### config.mk
export PLATFORM = sky130hd
export DESIGN_NAME = axis_conv_input_join
export DESIGN_NICKNAME = d
export VERILOG_FILES = /design/src/rtl/axis_conv_input_join.sv
export SDC_FILE = /design/constraint.sdc
export NUM_CORES = 1
export LEC_CHECK = 0
export CORE_AREA = 2 2 325 327
export DETAILED_ROUTE_END_ITERATION = 6
export DIE_AREA = 0 0 327 329
export GPL_TIMING_DRIVEN = 0
export PLACE_DENSITY = 0.68
export SETUP_SLACK_MARGIN = 0.02
export SLEW_MARGIN = 40
export SYNTH_ARGS = -nofsm -noshare
export SYNTH_HDL_FRONTEND = slang
export SYNTH_SLANG_ARGS = --single-unit
### constraint.sdc
create_clock -name aclk -period 23.1 [get_ports aclk]
set_input_delay 4.62 -clock aclk [delete_from_list [all_inputs] [get_ports aclk]]
set_output_delay 4.62 -clock aclk [all_outputs]
set_load 0.01 [all_outputs]
### src/rtl/axis_conv_input_join.sv
// N-way stream joiner: COPIES pixel streams plus one weight stream are buffered in
// 2-entry FIFOs and merged into one registered AXI-Stream beat with combined TUSER.

module axis_conv_input_join_fifo2 #(
   parameter int W = 8
) (
   input  logic         clk,
   input  logic         rst_n,
   input  logic         flush,
   input  logic         push,
   input  logic         pop,
   input  logic [W-1:0] din,
   output logic [W-1:0] dout,
   output logic         full,
   output logic         empty
);
   logic [W-1:0] mem [2];
   logic         wr_ptr;
   logic         rd_ptr;
   logic [1:0]   count;

   always_ff @(posedge clk) begin
      if (!rst_n || flush) begin
         wr_ptr <= 1'b0;
         rd_ptr <= 1'b0;
         count  <= 2'd0;
      end else begin
         if (push) begin
            mem[wr_ptr] <= din;
            wr_ptr      <= ~wr_ptr;
         end
         if (pop) rd_ptr <= ~rd_ptr;
         count <= count + {1'b0, push} - {1'b0, pop};
      end
   end

   assign dout  = mem[rd_ptr];
   assign full  = count[1];
   assign empty = (count == 2'd0);
endmodule

module axis_conv_input_join #(
   parameter int COPIES          = 2,
   parameter int WORD_WIDTH      = 8,
   parameter int UNITS           = 8,
   parameter int CORES           = 4,
   parameter int MEMBERS         = 8,
   parameter int TUSER_PIX_WIDTH = 3,
   parameter int TUSER_W_WIDTH   = 12,
   parameter int BEAT_CNT_WIDTH  = 16
) (
   input  logic                                     aclk,
   input  logic                                     aresetn,
   input  logic [COPIES-1:0]                        s_axis_pixels_tvalid,
   output logic [COPIES-1:0]                        s_axis_pixels_tready,
   input  logic [COPIES*WORD_WIDTH*UNITS-1:0]       s_axis_pixels_tdata,
   input  logic [COPIES*TUSER_PIX_WIDTH-1:0]        s_axis_pixels_tuser,
   input  logic                                     s_axis_weights_tvalid,
   output logic                                     s_axis_weights_tready,
   input  logic                                     s_axis_weights_tlast,
   input  logic [WORD_WIDTH*CORES*MEMBERS-1:0]      s_axis_weights_tdata,
   input  logic [TUSER_W_WIDTH-1:0]                 s_axis_weights_tuser,
   output logic                                     m_axis_tvalid,
   input  logic                                     m_axis_tready,
   output logic                                     m_axis_tlast,
   output logic [COPIES*WORD_WIDTH*UNITS-1:0]       m_axis_pixels_tdata,
   output logic [WORD_WIDTH*CORES*MEMBERS-1:0]      m_axis_weights_tdata,
   output logic [TUSER_W_WIDTH+TUSER_PIX_WIDTH-1:0] m_axis_tuser,
   input  logic [COPIES-1:0]                        copy_en,
   input  logic                                     clear_err,
   output logic                                     err_user_mismatch,
   output logic [BEAT_CNT_WIDTH-1:0]                beat_count
);
   localparam int PIX_W = WORD_WIDTH * UNITS;
   localparam int WGT_W = WORD_WIDTH * CORES * MEMBERS;
   localparam int PE_W  = PIX_W + TUSER_PIX_WIDTH;
   localparam int WE_W  = WGT_W + TUSER_W_WIDTH + 1;

   // Handshake: a transfer happens on a rising edge where tvalid && tready; tready
   // depends only on FIFO/mask registers (gated by reset), never on tvalid.
   logic [COPIES-1:0]       act;
   logic [COPIES-1:0]       pix_full;
   logic [COPIES-1:0]       pix_empty;
   logic [COPIES-1:0]       pix_push;
   logic [COPIES-1:0]       pix_pop;
   logic [PE_W-1:0]         pix_head [COPIES];
   logic                    w_full;
   logic                    w_empty;
   logic                    w_push;
   logic [WE_W-1:0]         w_head;
   logic                    fire;
   logic                    all_empty;
   logic                    pix_ready_all;
   logic                    mismatch;
   logic [COPIES*PIX_W-1:0] pix_join;

   for (genvar i = 0; i < COPIES; i++) begin : g_pix
      assign s_axis_pixels_tready[i] = aresetn & (~act[i] | ~pix_full[i]);
      assign pix_push[i] = s_axis_pixels_tvalid[i] & s_axis_pixels_tready[i] & act[i];
      assign pix_pop[i]  = fire & act[i];

      // A disabled copy's FIFO is held empty, so stale words never survive re-enabling.
      axis_conv_input_join_fifo2 #(.W(PE_W)) u_fifo (
         .clk   (aclk),
         .rst_n (aresetn),
         .flush (~act[i]),
         .push  (pix_push[i]),
         .pop   (pix_pop[i]),
         .din   ({s_axis_pixels_tuser[i*TUSER_PIX_WIDTH +: TUSER_PIX_WIDTH],
                  s_axis_pixels_tdata[i*PIX_W +: PIX_W]}),
         .dout  (pix_head[i]),
         .full  (pix_full[i]),
         .empty (pix_empty[i])
      );
   end

   assign s_axis_weights_tready = aresetn & ~w_full;
   assign w_push = s_axis_weights_tvalid & s_axis_weights_tready;

   axis_conv_input_join_fifo2 #(.W(WE_W)) u_wfifo (
      .clk   (aclk),
      .rst_n (aresetn),
      .flush (1'b0),
      .push  (w_push),
      .pop   (fire),
      .din   ({s_axis_weights_tlast, s_axis_weights_tuser, s_axis_weights_tdata}),
      .dout  (w_head),
      .full  (w_full),
      .empty (w_empty)
   );

   always_comb begin
      pix_ready_all = 1'b1;
      mismatch      = 1'b0;
      pix_join      = '0;
      for (int i = 0; i < COPIES; i++) begin
         if (act[i]) begin
            if (pix_empty[i]) pix_ready_all = 1'b0;
            pix_join[i*PIX_W +: PIX_W] = pix_head[i][PIX_W-1:0];
            if (pix_head[i][PE_W-1:PIX_W] != pix_head[0][PE_W-1:PIX_W]) mismatch = 1'b1;
         end
      end
      fire      = !w_empty && pix_ready_all && (!m_axis_tvalid || m_axis_tready);
      all_empty = w_empty && (&pix_empty) && !m_axis_tvalid;
   end

   always_ff @(posedge aclk) begin
      if (!aresetn) begin
         act                  <= '1;
         m_axis_tvalid        <= 1'b0;
         m_axis_tlast         <= 1'b0;
         m_axis_tuser         <= '0;
         m_axis_pixels_tdata  <= '0;
         m_axis_weights_tdata <= '0;
         err_user_mismatch    <= 1'b0;
         beat_count           <= '0;
      end else begin
         if (all_empty) act <= copy_en | COPIES'(1);
         if (fire) begin
            m_axis_tvalid        <= 1'b1;
            m_axis_tlast         <= w_head[WE_W-1];
            m_axis_tuser         <= {w_head[WGT_W +: TUSER_W_WIDTH], pix_head[0][PIX_W +: TUSER_PIX_WIDTH]};
            m_axis_pixels_tdata  <= pix_join;
            m_axis_weights_tdata <= w_head[WGT_W-1:0];
         end else if (m_axis_tready) begin
            m_axis_tvalid        <= 1'b0;
            m_axis_tlast         <= 1'b0;
            m_axis_tuser         <= '0;
            m_axis_pixels_tdata  <= '0;
            m_axis_weights_tdata <= '0;
         end
         if (fire && mismatch) err_user_mismatch <= 1'b1;
         else if (clear_err)   err_user_mismatch <= 1'b0;
         if (m_axis_tvalid && m_axis_tready)
            beat_count <= m_axis_tlast ? '0 : beat_count + 1'b1;
      end
   end
endmodule

==> results_dict.tcl, run 1 <==
set metrics [dict create \
    regToRegEndpoint "g_pix[1].u_fifo.count[1]$_SDFF_PP0_" \
    drive_gt1_frac 0.0843 \
    clk_pin_slew_ns 0.05 \
    crit_path_frequent_cell "clkbuf_2" \
    ioPinCount 833 \
    via_per_inst 5.10 \
    ir_drop_v 0.0000755 \
    clockBufferDepth 3 \
    dp_slack_ns 11.67 \
    worstSetupEndpointType "output pin" \
    cpPeakStageDelay_ns 0.61 \
    pwr-share-clk 0.425 \
    path_depth 5 \
    fillers 8233 \
    setup.worst_path.class "primary input to output pin" \
    fp.dieH_um 329 \
    setup-tns-final_ns 0 \
    place_area_um2 56800 \
    clk-insertion-delay-late_ns 0.73 \
    r2r_cells 13 \
    syn_area_per_cell_um2 14.9 \
    num_rows 119 \
    p_leak_uw 0.0200 \
    cp-start-kind "primary input" \
    grt_first_pass_wirelength_um 185000 \
    layout_common_cells "830 x clkdlybuf4s50_1, 806 x edfxtp_1, 434 x dfxtp_1" \
    cts_htree_levels 4 \
    intPower_uw 3800 \
    grt_pass1_vias 28838 \
    crit_chain "clkbuf_2 > clkbuf_2 > clkbuf_1 > a21boi_0 > clkdlybuf4s50_1" \
    dr.pass1.iters 7 \
    start_util 0.439 \
    gp_congestion 0.810 \
    ctsHoldBuffers 0 \
    fin_cells 5600 \
    postCtsSetupRepairBufs 0 \
    post-route-period-util 0.489 \
    reg2reg_from "m_axis_tvalid$_SDFFE_PN0P_" \
    multi_input_area_um2 11800 \
    wl_per_cell_um 23.0 \
    gr-usage-all-layers 0.233 \
    synth_area_um2 45800 \
    ys_warn_count 0 \
    rsz0062_at_grt "false" \
    ys.flop_type "edfxtp_1" \
    die_w_um 327 \
    p_sw_uw 1040 \
    setup_viol 0 \
    path_max_fanout 10 \
    max-cap-violations 0 \
    required_ns 18.48 \
    clock-sinks 1240 \
    core_um2 104000 \
    slew_headroom 0.436 \
    num_vias 28544 \
    port_buffers 830 \
    crit_buf_inv 4 \
    cp_top_family "buffers and inverters" \
    syn_to_final_growth_pct 33.4 \
    syn_inst 3069 \
    max_clock_freq_ghz 0.0884 \
    synth_seq_area_share 0.717 \
    grt-ovfl-total 0 \
    setup_ws_ns 11.79 \
    drc 0 \
    wirelength_um 129000 \
    dp_cells 5333 \
    post_cts_resized 0 \
    status "completed" \
    antenna_found_initial 44 \
    antenna_left 0 \
    seq_power_share 0.508 \
    critPathCapture "s_axis_pixels_tready[1]" \
    tightest_slew_ns 0.846 \
    r2r_setup_slack_ns 20.46 \
    synth_edf_count 806 \
    syn_nets 3488 \
    seq_area_um2 32900 \
    tritoncts "yes" \
    startpoint "aresetn" \
    yosys_register_bits 1240 \
    finalMaxSlewViolations 0 \
    skew_ns 0.0200 \
    cp_slowest_cell "clkdlybuf4s50_1" \
    hold_viol_final 0 \
    layout_commonest_cell "clkdlybuf4s50_1" \
    final_nets 4496 \
    grt_max_degree 38 \
    design_area_um2 61200 \
    netSwitchingFraction 0.215 \
    dp.final_hpwl_um 94100 \
    pwr_density_cell_nw_per_um2 79.2 \
    hold_path_class "flop to flop" \
    cts_buffers 133 \
    async_flop_share 0 \
    clk_root_buffer_cell "clkbuf_16" \
    die_area_um2 108000 \
    first_iter_violations 1623 \
    combinationalPowerShare 0.067 \
    period_minus_slack_ns 11.31 \
    yosysUniqueCellTypes 44 \
    arrival_ns 6.69 \
]
-- worst reg2reg max path: stages, from the launching register on --
cell	delay, ns
dfxtp_1	0.30
buf_2	0.16
nor2b_1	0.16
a2111o_1	0.31
buf_6	0.16
inv_6	0.14
buf_2	0.33
and2_1	0.18
ha_1	0.22
inv_1	0.06
ha_1	0.15
xor2_1	0.18
xnor2_1	0.13
nor2_1	0.05
-- layer usage --
metal / wire length [um] / global-route usage / vias up
li1: - / - / 13381
met1: 48500 / 0.261 / 14052
met2: 64900 / 0.402 / 817
met3: 10600 / 0.0857 / 252
met4: 4500 / 0.0961 / 42
met5: 283 / 0 / -
-- cells by family after synthesis --
| kind of cell | after synthesis | synth area share |
|---|---|---|
| XOR/XNOR | 24 | 0.00459 |
| AO/OA/AOI/OAI | 415 | 0.0694 |
| buffers and inverters | 224 | 0.0259 |
| AND/OR/NAND/NOR | 754 | 0.0923 |
| flip-flops | 1240 | 0.717 |
| multiplexers | 405 | 0.0885 |
| adder cells (fa/ha/maj) | 7 | 0.00191 |
-- stage by stage --
stage	util	hold WS [ns]	power (uW)
floorplan	-	0.481	2660
detailed placement	0.544	0.445	2830
CTS	0.585	0.463	4890
global placement	0.536	0.443	2840
global route	0.586	0.474	5000
finish	0.586	0.458	4840
-- synthesized netlist by cell type (2+ instances only) --
cell         n  area (um2)
clkbuf_1   117         439
o2bb2ai_1   64         561
xnor2_1     15         131
nor3b_1    336        2520
and2_1      11        68.8
ha_1         7        87.6
nand2_1     11        41.3
dfxtp_1    434        8690
xor2_1       9        78.8
or3_1        3        18.8
nor2_1     361        1360
nand4_1      3        18.8
buf_2       54         270
buf_6       31         349
inv_1        9        33.8
edfxtp_1   806       24200
and3_1       4        25.0
buf_1        8        30.0
nand3_1      6        30.0
buf_8        2        30.0
nor4_1       3        18.8
nor3_1       4        20.0
o21ai_0      2        10.0
mux2i_1    404        4040
nor2b_1      4        25.0
a21oi_1      5        25.0
o21a_1     339        2540
-- cell type report --
type / count / area share
sequential: 1240 / 0.538
multi-input combinational: 1605 / 0.193
timing repair buffer: 873 / 0.150
clock buffer: 203 / 0.0644
tap: 1391 / 0.0285
buffer: 214 / 0.0192
clock inverter: 41 / 0.00522
antenna: 23 / 0.000941
inverter: 10 / 0.000696
-- power by group through the flow --
stage	logic (uW)	clock network [uW]	registers (uW)
finish	326	2060	2460
global route	352	2190	2460
CTS	331	2100	2460
detailed placement	329	0	2510
global placement	300	0	2540
floorplan	136	0	2530
-- worst min path at each step --
| stage | from | endpoint | slack, ns | cells after the start |
|---|---|---|---|---|
| after floorplan | g_pix[1].u_fifo.rd_ptr$_SDFFE_PP0P_ | flop | 0.48 | 2 |
| after global placement | m_axis_pixels_tdata[117]$_SDFFE_PN0P_ | m_axis_pixels_tdata[117]$_SDFFE_PN0P_ | 0.44 | 1 |
| after detailed placement | m_axis_pixels_tdata[72]$_SDFFE_PN0P_ | m_axis_pixels_tdata[72]$_SDFFE_PN0P_ | 0.45 | 1 |
| after CTS | m_axis_pixels_tdata[72]$_SDFFE_PN0P_ | m_axis_pixels_tdata[72]$_SDFFE_PN0P_ | 0.46 | 1 |
| after global routing | m_axis_pixels_tdata[118]$_SDFFE_PN0P_ | m_axis_pixels_tdata[118]$_SDFFE_PN0P_ | 0.47 | 1 |
| final | m_axis_pixels_tdata[115]$_SDFFE_PN0P_ | m_axis_pixels_tdata[115]$_SDFFE_PN0P_ | 0.46 | 1 |
-- registers in the layout, indices dropped and copies added, names as in the netlist, named ones only --
register / flops
act: 1
m_axis_tlast: 1
g_pix.u_fifo.rd_ptr: 2
u_wfifo.count: 2
u_wfifo.rd_ptr: 1
m_axis_pixels_tdata: 128
err_user_mismatch: 1
m_axis_tvalid: 1
g_pix.u_fifo.wr_ptr: 2
g_pix.u_fifo.mem: 268
u_wfifo.wr_ptr: 1
beat_count: 16
g_pix.u_fifo.count: 4
m_axis_tuser: 15
u_wfifo.mem: 538
m_axis_weights_tdata: 256
No activity file was read; power rests on OpenSTA's default activity.
==> run 2, diff against run 1 <==
--- a/config.mk
+++ b/config.mk
@@ -9,7 +9,7 @@
 export DETAILED_ROUTE_END_ITERATION = 6
 export DIE_AREA = 0 0 327 329
 export GPL_TIMING_DRIVEN = 0
-export PLACE_DENSITY = 0.68
+export PLACE_DENSITY = 0.71
 export SETUP_SLACK_MARGIN = 0.02
 export SLEW_MARGIN = 40
 export SYNTH_ARGS = -nofsm -noshare
==> constraint.sdc (replaced) <==
create_clock -name aclk -period 10.1 [get_ports aclk]
set_input_delay 2.02 -clock aclk [delete_from_list [all_inputs] [get_ports aclk]]
set_output_delay 2.02 -clock aclk [all_outputs]
set_load 0.01 [all_outputs]
==> run 2 against run 1 <==
Compared with the run above:
- sequential cell count unchanged
- via count up 0.37%
- clock power up 130%
- global-route usage up 0.052 points
- final area about the same
- final cell count about the same
- total power up 130%
- worst setup slack worse by 7.9 ns
- critical path depth unchanged
==> results_dict.tcl, run 2 (synthesized netlist as in run 1, its figures left out) <==
set metrics [dict create \
    skew_ns 0.0268 \
    pwr_density_cell_nw_per_um2 182 \
    r2r_cells 13 \
    p_total_uw 11100 \
    clk_root_buffer_cell "clkbuf_16" \
    slew_headroom 0.430 \
    gp_congestion 0.822 \
    largest_reg_flops 538 \
    rsz0062_at_grt "false" \
    num_rows 119 \
    post_cts_resized 0 \
    clk-insertion-delay-late_ns 0.75 \
    drc 0 \
    postCtsSetupRepairBufs 0 \
    netSwitchingFraction 0.219 \
    setup-tns-final_ns 0 \
    clock-sinks 1240 \
    arrival_ns 4.14 \
    status "completed" \
    ir_drop_v 0.000180 \
    grt_first_pass_wirelength_um 185000 \
    p_sw_uw 2430 \
    grt_max_degree 41 \
    antenna_left 0 \
    fp.dieH_um 329 \
    max_clock_freq_ghz 0.162 \
    cts_htree_levels 4 \
    combinationalPowerShare 0.067 \
    max-cap-violations 0 \
    start_util 0.439 \
    final_nets 4489 \
    ctsHoldBuffers 0 \
    grt-ovfl-total 0 \
    syn_to_final_growth_pct 33.3 \
    regMostFlops "u_wfifo.mem" \
    clockBufferDepth 3 \
    setup.worst_path.class "primary input to output pin" \
    cpPeakStageDelay_ns 0.62 \
    period_minus_slack_ns 6.16 \
    cp-start-kind "primary input" \
    die_w_um 327 \
    worstSetupEndpointType "output pin" \
    top_regs "u_wfifo.mem: 538 flops, g_pix.u_fifo.mem: 268 flops, m_axis_weights_tdata: 256 flops" \
    intPower_uw 8660 \
    final_core_util 0.586 \
    wirelength_um 129000 \
    hold_viol_final 0 \
    dr.pass1.iters 5 \
    path_max_fanout 10 \
    grt_pass1_vias 28979 \
    via_per_inst 5.11 \
    cp_slowest_cell "clkdlybuf4s50_1" \
    wl_per_cell_um 23.0 \
    drive_gt1_frac 0.0833 \
    ioPinCount 833 \
    first_iter_violations 1552 \
    layout_commonest_cell "clkdlybuf4s50_1" \
    layout_common_cells "830 x clkdlybuf4s50_1, 806 x edfxtp_1, 434 x dfxtp_1" \
    clk_pin_slew_ns 0.06 \
    pwr-share-clk 0.426 \
    fillers 8137 \
    p_leak_uw 0.0199 \
    num_vias 28651 \
    core_um2 104000 \
    antenna_found_initial 52 \
    dp.final_hpwl_um 93800 \
    seq_power_share 0.507 \
    gr-usage-all-layers 0.234 \
    required_ns 8.08 \
    crit_path_frequent_cell "clkbuf_2" \
    hold_path_class "flop to flop" \
    tightest_slew_ns 0.855 \
    tritoncts "yes" \
    post-route-period-util 0.610 \
    hold_depth 1 \
    die_area_um2 108000 \
    setup_viol 0 \
    port_buffers 830 \
    crit_chain "clkbuf_2 > clkbuf_2 > clkbuf_1 > a21boi_0 > clkdlybuf4s50_1" \
    finalMaxSlewViolations 0 \
    cts_buffers 130 \
]
==> run 2: changes by cell type in the layout (fill, tap and decap cells not counted), sizes merged <==
cell,before,now
clkinv,34,33
clkbuf,321,303
bufinv,2,7
clkinvlp,0,4
diode,23,33
inv,15,20
buf,139,136
==> run 2: worst paths after layout <==
check | from | slack, ns | endpoint
max reg2reg | m_axis_tvalid$_SDFFE_PN0P_ | 7.44 | g_pix[1].u_fifo.count[1]$_SDFF_PP0_
min reg2reg | m_axis_pixels_tdata[77]$_SDFFE_PN0P_ | 0.46 | m_axis_pixels_tdata[77]$_SDFFE_PN0P_
min | m_axis_pixels_tdata[77]$_SDFFE_PN0P_ | 0.46 | m_axis_pixels_tdata[77]$_SDFFE_PN0P_
max | aresetn | 3.94 | s_axis_pixels_tready[1]
==> run 2: power groups by stage <==
stage | registers, uW | logic (uW) | clock network, uW
after detailed placement | 5730 | 748 | 0
after global placement | 5770 | 683 | 0
after CTS | 5620 | 753 | 4810
after global routing | 5640 | 801 | 5020
final | 5620 | 743 | 4730
after floorplan | 5760 | 312 | 0
==> run 2: layout make-up <==
type / count / area (um2) / area share
multi-input combinational: 1605 / 11800 / 0.193
sequential: 1240 / 32900 / 0.538
antenna: 33 / 82.6 / 0.00135
tap: 1391 / 1740 / 0.0285
buffer: 214 / 1170 / 0.0191
clock buffer: 186 / 3640 / 0.0596
inverter: 10 / 42.5 / 0.000696
clock inverter: 54 / 616 / 0.0101
timing repair buffer: 869 / 9140 / 0.149
==> run 2: per-stage QoR <==
stage               instances  hold WS, ns  cell area (um2)  worst slack [ns]
floorplan                3069        0.481            45900             0.652
global placement         5290        0.443            55900             -4.53
detailed placement       5329        0.445            56800              3.85
CTS                      5569        0.462            61000              3.83
global route             5595        0.480            61100              3.78
finish                   5602        0.457            61100              3.94
==> run 2: critical path, delay by kind of cell <==
family	cells	cell delay [ns]
buffers and inverters	4	1.86
AO/OA/AOI/OAI	1	0.22
==> run 2: per-layer routing <==
metal | vias to the layer above | GRT usage | part of all wire
li1 | 13361 | - | -
met1 | 14120 | 0.257 | 0.37
met2 | 899 | 0.410 | 0.51
met3 | 237 | 0.0856 | 0.087
met4 | 34 | 0.0917 | 0.035
met5 | - | 0 | 0.0017
